[src/rtl/peripheral_crc_7_check_if.sv]
`default_nettype none
// ============================================================================
// Module      : peripheral_crc_7_check_if
// Description : J1 I/O bus bundle for the CRC-7 checker peripheral.
// Revision    : 1.0
// ============================================================================
interface peripheral_crc_7_check_if;
    logic [15:0] d_in;
    logic        cs;
    logic [3:0]  addr;
    logic        rd;
    logic        wr;
    logic [15:0] d_out;

    modport master (
        output d_in,
        output cs,
        output addr,
        output rd,
        output wr,
        input  d_out
    );

    modport slave (
        input  d_in,
        input  cs,
        input  addr,
        input  rd,
        input  wr,
        output d_out
    );
endinterface
`default_nettype wire

[src/rtl/peripheral_crc_7_check.sv]
`default_nettype none
// ============================================================================
// Module      : peripheral_crc_7_check
// Description : Bit-serial CRC-7 (x^7+x^3+1) checker of a 32-bit word on J1 I/O.
// Revision    : 1.0
// ============================================================================
module peripheral_crc_7_check (
    input  wire logic                     clk,
    input  wire logic                     rst,
    peripheral_crc_7_check_if.slave       bus
);

    localparam logic [3:0] ADDR_DATA_HI = 4'h0;
    localparam logic [3:0] ADDR_DATA_LO = 4'h2;
    localparam logic [3:0] ADDR_CRC_RX  = 4'h4;
    localparam logic [3:0] ADDR_START   = 4'h6;
    localparam logic [3:0] ADDR_STATUS  = 4'h8;
    localparam logic [3:0] ADDR_CRC     = 4'hA;

    localparam logic [6:0] POLY         = 7'h09;
    localparam logic [4:0] LAST_BIT     = 5'd31;

    localparam logic [1:0] ST_IDLE      = 2'd0;
    localparam logic [1:0] ST_SHIFT     = 2'd1;
    localparam logic [1:0] ST_CMP       = 2'd2;

    // Bus-side registers (negedge domain)
    logic [31:0] data;
    logic [6:0]  crc_rx;
    logic        start;
    logic [15:0] d_out_q;
    logic [15:0] rd_data;
    logic        wr_en;
    logic        rd_en;

    // Engine registers (posedge domain)
    logic [1:0]  state;
    logic [1:0]  next_state;
    logic [31:0] sh;
    logic [4:0]  cnt;
    logic [6:0]  crc_calc;
    logic        done;
    logic        match;
    logic        busy;

    logic        load;
    logic        shift_en;
    logic        cmp_en;
    logic        fb;

    assign wr_en = bus.cs & bus.wr;
    assign rd_en = bus.cs & bus.rd;

    always_comb begin
        rd_data = 16'h0000;
        if (rd_en) begin
            case (bus.addr)
                ADDR_STATUS: rd_data = {13'b0, busy, match, done};
                ADDR_CRC:    rd_data = {9'b0, crc_calc};
                default:     rd_data = 16'h0000;
            endcase
        end
    end

    // start is re-evaluated every negedge, so one write cycle yields one period.
    always_ff @(negedge clk or negedge rst) begin
        if (!rst) begin
            data    <= 32'h0000_0000;
            crc_rx  <= 7'h00;
            start   <= 1'b0;
            d_out_q <= 16'h0000;
        end else begin
            start   <= wr_en && (bus.addr == ADDR_START);
            d_out_q <= rd_data;
            if (wr_en) begin
                case (bus.addr)
                    ADDR_DATA_HI: data[31:16] <= bus.d_in;
                    ADDR_DATA_LO: data[15:0]  <= bus.d_in;
                    ADDR_CRC_RX:  crc_rx      <= bus.d_in[6:0];
                    default:      ;
                endcase
            end
        end
    end

    assign bus.d_out = d_out_q;

    always_ff @(posedge clk or negedge rst) begin
        if (!rst) begin
            state <= ST_IDLE;
        end else begin
            state <= next_state;
        end
    end

    always_comb begin
        next_state = state;
        case (state)
            ST_IDLE:  if (start) next_state = ST_SHIFT;
            ST_SHIFT: if (cnt == LAST_BIT) next_state = ST_CMP;
            ST_CMP:   next_state = ST_IDLE;
            default:  next_state = ST_IDLE;
        endcase
    end

    // A start seen outside IDLE never reaches load, so a running check is untouched.
    always_comb begin
        load     = (state == ST_IDLE) && start;
        shift_en = (state == ST_SHIFT);
        cmp_en   = (state == ST_CMP);
    end

    assign fb = sh[31] ^ crc_calc[6];

    always_ff @(posedge clk or negedge rst) begin
        if (!rst) begin
            sh       <= 32'h0000_0000;
            cnt      <= 5'd0;
            crc_calc <= 7'h00;
            done     <= 1'b0;
            match    <= 1'b0;
            busy     <= 1'b0;
        end else if (load) begin
            sh       <= data;
            cnt      <= 5'd0;
            crc_calc <= 7'h00;
            done     <= 1'b0;
            match    <= 1'b0;
            busy     <= 1'b1;
        end else if (shift_en) begin
            crc_calc <= {crc_calc[5:0], 1'b0} ^ (fb ? POLY : 7'h00);
            sh       <= {sh[30:0], 1'b0};
            cnt      <= cnt + 5'd1;
        end else if (cmp_en) begin
            match    <= (crc_calc == crc_rx);
            done     <= 1'b1;
            busy     <= 1'b0;
        end
    end

endmodule
`default_nettype wire

[src/flat_wrapper.sv]
// flat-port wrapper written by rule: the top's interface ports become plain ports
module peripheral_crc_7_check_flat 
  (clk, rst, bus_d_in, bus_cs, bus_addr, bus_rd, bus_wr, bus_d_out);
  peripheral_crc_7_check_if bus_i ();
  input  wire logic clk;
  input  wire logic rst;
  input wire logic [$bits(bus_i.d_in)-1:0] bus_d_in;
  input wire logic [$bits(bus_i.cs)-1:0] bus_cs;
  input wire logic [$bits(bus_i.addr)-1:0] bus_addr;
  input wire logic [$bits(bus_i.rd)-1:0] bus_rd;
  input wire logic [$bits(bus_i.wr)-1:0] bus_wr;
  output wire logic [$bits(bus_i.d_out)-1:0] bus_d_out;
  assign bus_i.d_in = bus_d_in;
  assign bus_i.cs = bus_cs;
  assign bus_i.addr = bus_addr;
  assign bus_i.rd = bus_rd;
  assign bus_i.wr = bus_wr;
  assign bus_d_out = bus_i.d_out;
  peripheral_crc_7_check u_core (.clk(clk), .rst(rst), .bus(bus_i));
endmodule
[config.mk]
export PLATFORM = sky130hd
export DESIGN_NAME = peripheral_crc_7_check_flat
export DESIGN_NICKNAME = d
export VERILOG_FILES = /design/src/rtl/peripheral_crc_7_check_if.sv /design/src/rtl/peripheral_crc_7_check.sv /design/src/flat_wrapper.sv
export SDC_FILE = /design/constraint.sdc
export NUM_CORES = 1
export LEC_CHECK = 0
export BUFFER_PORTS_ARGS = -buffer_cell sky130_fd_sc_hd__clkbuf_2
export CORE_MARGIN = 2
export CORE_UTILIZATION = 31
export CTS_CLUSTER_SIZE = 16
export DETAILED_ROUTE_END_ITERATION = 7
export PLACE_DENSITY = 0.46
export SLEW_MARGIN = 20
export SYNTH_ARGS = -nofsm -noshare
export SYNTH_HDL_FRONTEND = slang
export SYNTH_SLANG_ARGS = --single-unit
[constraint.sdc]
create_clock -name clk -period 1.98 [get_ports clk]
set_clock_uncertainty 0.15 [all_clocks]
set_input_delay 0.099 -clock clk [delete_from_list [all_inputs] [get_ports clk]]
set_output_delay 0.099 -clock clk [all_outputs]
set_load 0.02 [all_outputs]
==> reports/summary.txt <==
==================================================================================
Power share of the sequential group                                          48.2%
Distinct cell type count after synthesis                                        33
CP max FO                                                                       11
Part of the Yosys area used for sequential elements                         59.35%
Number of ports placed on the die boundary                                      41
Gr usage total                                                              13.89%
Hold Path Class                                                        in -> async
PD cells                                                               1050 nW/um2
Synthesized netlist cell count                                                 344
Final Hold Violating Endpoints                                                   0
FP Rows                                                                         41
Summed instance area of the synthesized netlist                           4048 um2
Total power of the final layout                                            5672 uW
Total detailed-routing wirelength                                          9215 um
Start of the worst register-to-register path                          u_core.start
Via count of the first global-routing pass                                    2880
Via count                                                                     2670
Design internal power                                                      4065 uW
Critical register-to-register path endpoint                           u_core.crc_calc[0]
Die extent in y                                                           118.3 um
Net switching power figure                                                 1607 uW
H-tree lvl count                                                                 3
Hold slack final                                                         0.1553 ns
Synthesized flop and latch total                                                96
Number of violations of the max-capacitance limit                                0
Synth warn                                                                       0
Mean instance size in the synthesized netlist                            11.77 um2
Share of final-layout standard cells stronger than drive strength 1         39.66%
Maximum buffer depth of the clock tree                                           2
TNS Setup                                                                -20.38 ns
Critical path data arrival time                                            2.41 ns
Number of iterations in the first detailed-routing pass                          4
Wirelength per Cell                                                       15.94 um
Kind of end point of the critical path                                        flop
Multi-input gate area in the final layout                                 1765 um2
Length in cells of the worst reg-to-reg path                                     4
Post-Place Worst Slack                                                  -0.4393 ns
Portion of total power attributed to the clock network                       29.8%
Unrepaired setup endpoints after global routing                               true
VDD IR max                                                                372.1 uV
TritonCTS clock tree                                                          done
Routed via count divided by cell count                                       4.619
Count of fill cells added during filler insertion                             1210
DR DRC count                                                                     0
Final number of max-transition violations                                        0
Port bufs                                                                       31
Final setup violation count                                                     87
Comb power frac                                                              22.0%
Post-synthesis to final-layout area growth                                  33.42%
Count of antenna-violating nets left after detailed routing                      0
Startpoint kind of the worst setup timing path                                flop
Later-pin clock latency in the skew report                                 0.34 ns
Combined flip-flop and latch cell area                                    2402 um2
Clock transition at path regs                                              0.06 ns
Initial DRC Count                                                              159
Failing checks                                                        negative setup slack
Worst Setup Slack, final                                                -0.3668 ns
Starting density of the core                                                31.94%
Pin count of the biggest net entering global routing                            39
Clock sink total                                                                96
Congestion Overflow GR                                                           0
Horizontal extent of the die                                              118.3 um
Die Footprint                                                            13990 um2
Crit path kind                                                          reg -> reg
Leakage power                                                          0.002626 uW
Initial antenna violation count                                                  0
Area of the placeable core                                               12670 um2
# diodes                                                                         0
Detailed placement HPWL                                                    5599 um
Status                                                                finished with violations
Gpl congestion                                                              0.7437
Global-route wire length before repair                                    15100 um
Buffer type at the clock tree root                                    sky130_fd_sc_hd__clkbuf_16
Number of buffers inserted during clock tree synthesis                           9
CP required                                                                2.05 ns
Final layout net count                                                         428
Fraction of power spent switching nets                                      28.33%
Worst reg2reg setup slack                                                 -0.37 ns
==================================================================================
==> through the flow <==
stage	std cells	util (%)	instance area, um2
after detailed placement	549	37.24	4718
after global placement	549	37.24	4718
after floorplan	352	-	4288
final	578	42.62	5400
after global routing	578	42.62	5400
after CTS	575	41.60	5271
==> cell families after synthesis <==
logic type	Yosys count	synth area share (%)
muxes	43	12.77
other	1	0.09265
adders and majority gates	2	0.6181
and+or+nand+nor	112	12.27
AOI/OAI and AO/OA	51	8.501
buffers and inverters	30	4.451
DFF	96	59.35
xor gates and xnor gates	9	1.948
==> critical path: stages, from the launching register on <==
cell and delay (ns):
sky130_fd_sc_hd__dfrtn_1 0.44, sky130_fd_sc_hd__nor3b_4 0.23, sky130_fd_sc_hd__buf_12 0.17, sky130_fd_sc_hd__clkbuf_16 0.17, sky130_fd_sc_hd__o22ai_1 0.07
==> worst max path at each step <==
stage | cells after the start | endpoint | slack, ns | from
after floorplan | 5 | u_core.data[10] | -0.34 | bus_addr[2]
after global placement | 5 | u_core.data[4] | -0.42 | bus_addr[2]
after detailed placement | 5 | u_core.data[5] | -0.44 | bus_addr[2]
after CTS | 5 | u_core.sh[5] | -0.40 | u_core.start
after global routing | 5 | u_core.sh[5] | -0.41 | u_core.start
final | 4 | u_core.crc_calc[0] | -0.37 | u_core.start
==> cell type report <==
cell class | count | area share (%)
Tap cell | 172 | 3.985
Clock inverter | 3 | 0.8109
Clock buffer | 13 | 4.449
Inverter | 1 | 0.06951
Timing Repair Buffer | 67 | 13.51
Sequential cell | 96 | 44.49
Multi-Input combinational cell | 226 | 32.69
==> registers in the layout (all words and copies together), names as in the netlist <==
| register | cells |
|---|---|
| u_core.match | 1 |
| u_core.crc_calc | 7 |
| u_core.start | 1 |
| u_core.state | 2 |
| u_core.cnt | 5 |
| u_core.data | 32 |
| u_core.sh | 32 |
| u_core.crc_rx | 7 |
| u_core.busy | 1 |
| u_core.bus.d_out | 7 |
| u_core.done | 1 |
==> routing by layer <==
layer	global-route usage, %	share of wire (%)	up-vias
met4	5.798	1.3	0
met3	2.847	2.4	9
met2	21.46	46	40
met5	0	0	-
met1	18.95	50	1354
li1	-	-	1267
==> power by group through the flow <==
stage / Combinational (uW) / Clock (uW) / Sequential [uW]
final: 1250 / 1690 / 2730
after global routing: 1400 / 1830 / 2790
after global placement: 1180 / 0 / 2750
after floorplan: 819 / 0 / 2700
after CTS: 1230 / 1750 / 2730
after detailed placement: 1190 / 0 / 2760
==> cell usage in the layout, fill, tap and decap left out, types with 5 or more instances in the layout <==
master and instances:
sky130_fd_sc_hd__xnor2_1 9, sky130_fd_sc_hd__clkbuf_8 7, sky130_fd_sc_hd__nand2_1 81, sky130_fd_sc_hd__clkbuf_2 21, sky130_fd_sc_hd__buf_4 17, sky130_fd_sc_hd__and2_1 5, sky130_fd_sc_hd__mux2_4 18, sky130_fd_sc_hd__conb_1 9
sky130_fd_sc_hd__dfrtn_1 47, sky130_fd_sc_hd__mux2_2 21, sky130_fd_sc_hd__clkbuf_16 11, sky130_fd_sc_hd__o21ai_1 10, sky130_fd_sc_hd__nor2_1 6, sky130_fd_sc_hd__buf_6 6, sky130_fd_sc_hd__a22oi_2 31, sky130_fd_sc_hd__dfrtp_1 49
sky130_fd_sc_hd__buf_12 9
==> cells in the mapped netlist (all sizes together) <==
| cell type | n | area share (%) |
|---|---|---|
| ha | 2 | 0.62 |
| nand4 | 3 | 0.46 |
| conb | 1 | 0.093 |
| or2 | 1 | 0.15 |
| dfrtn | 47 | 29 |
| a21o | 1 | 0.19 |
| nand4b | 2 | 0.43 |
| clkbuf | 5 | 0.46 |
| nor2b | 2 | 0.31 |
| o21bai | 1 | 0.19 |
| mux2 | 39 | 12 |
| o21ai | 14 | 1.7 |
| buf | 24 | 3.9 |
| nand2b | 5 | 0.77 |
| nor3b | 2 | 0.49 |
| xnor2 | 9 | 1.9 |
| and4bb | 1 | 0.31 |
| nand2 | 83 | 7.8 |
| and2 | 5 | 0.77 |
| a22oi | 31 | 5.7 |
| and3 | 1 | 0.15 |
| a21oi | 1 | 0.12 |
| inv | 1 | 0.093 |
| dfrtp | 49 | 30 |
| nor2 | 7 | 0.65 |
| mux2i | 4 | 0.99 |
| o22ai | 2 | 0.31 |
| o2bb2ai | 1 | 0.22 |
==> timing repair <==
action	in CTS	in global routing
setup buffers	5	2
endpoints found under the hold margin	49	0
gates resized for setup	33	16
endpoints found under the setup margin	94	94
hold buffers	2	0
cloned	3	3
pin swaps	1	5
Power figures use the tool's default switching activity.
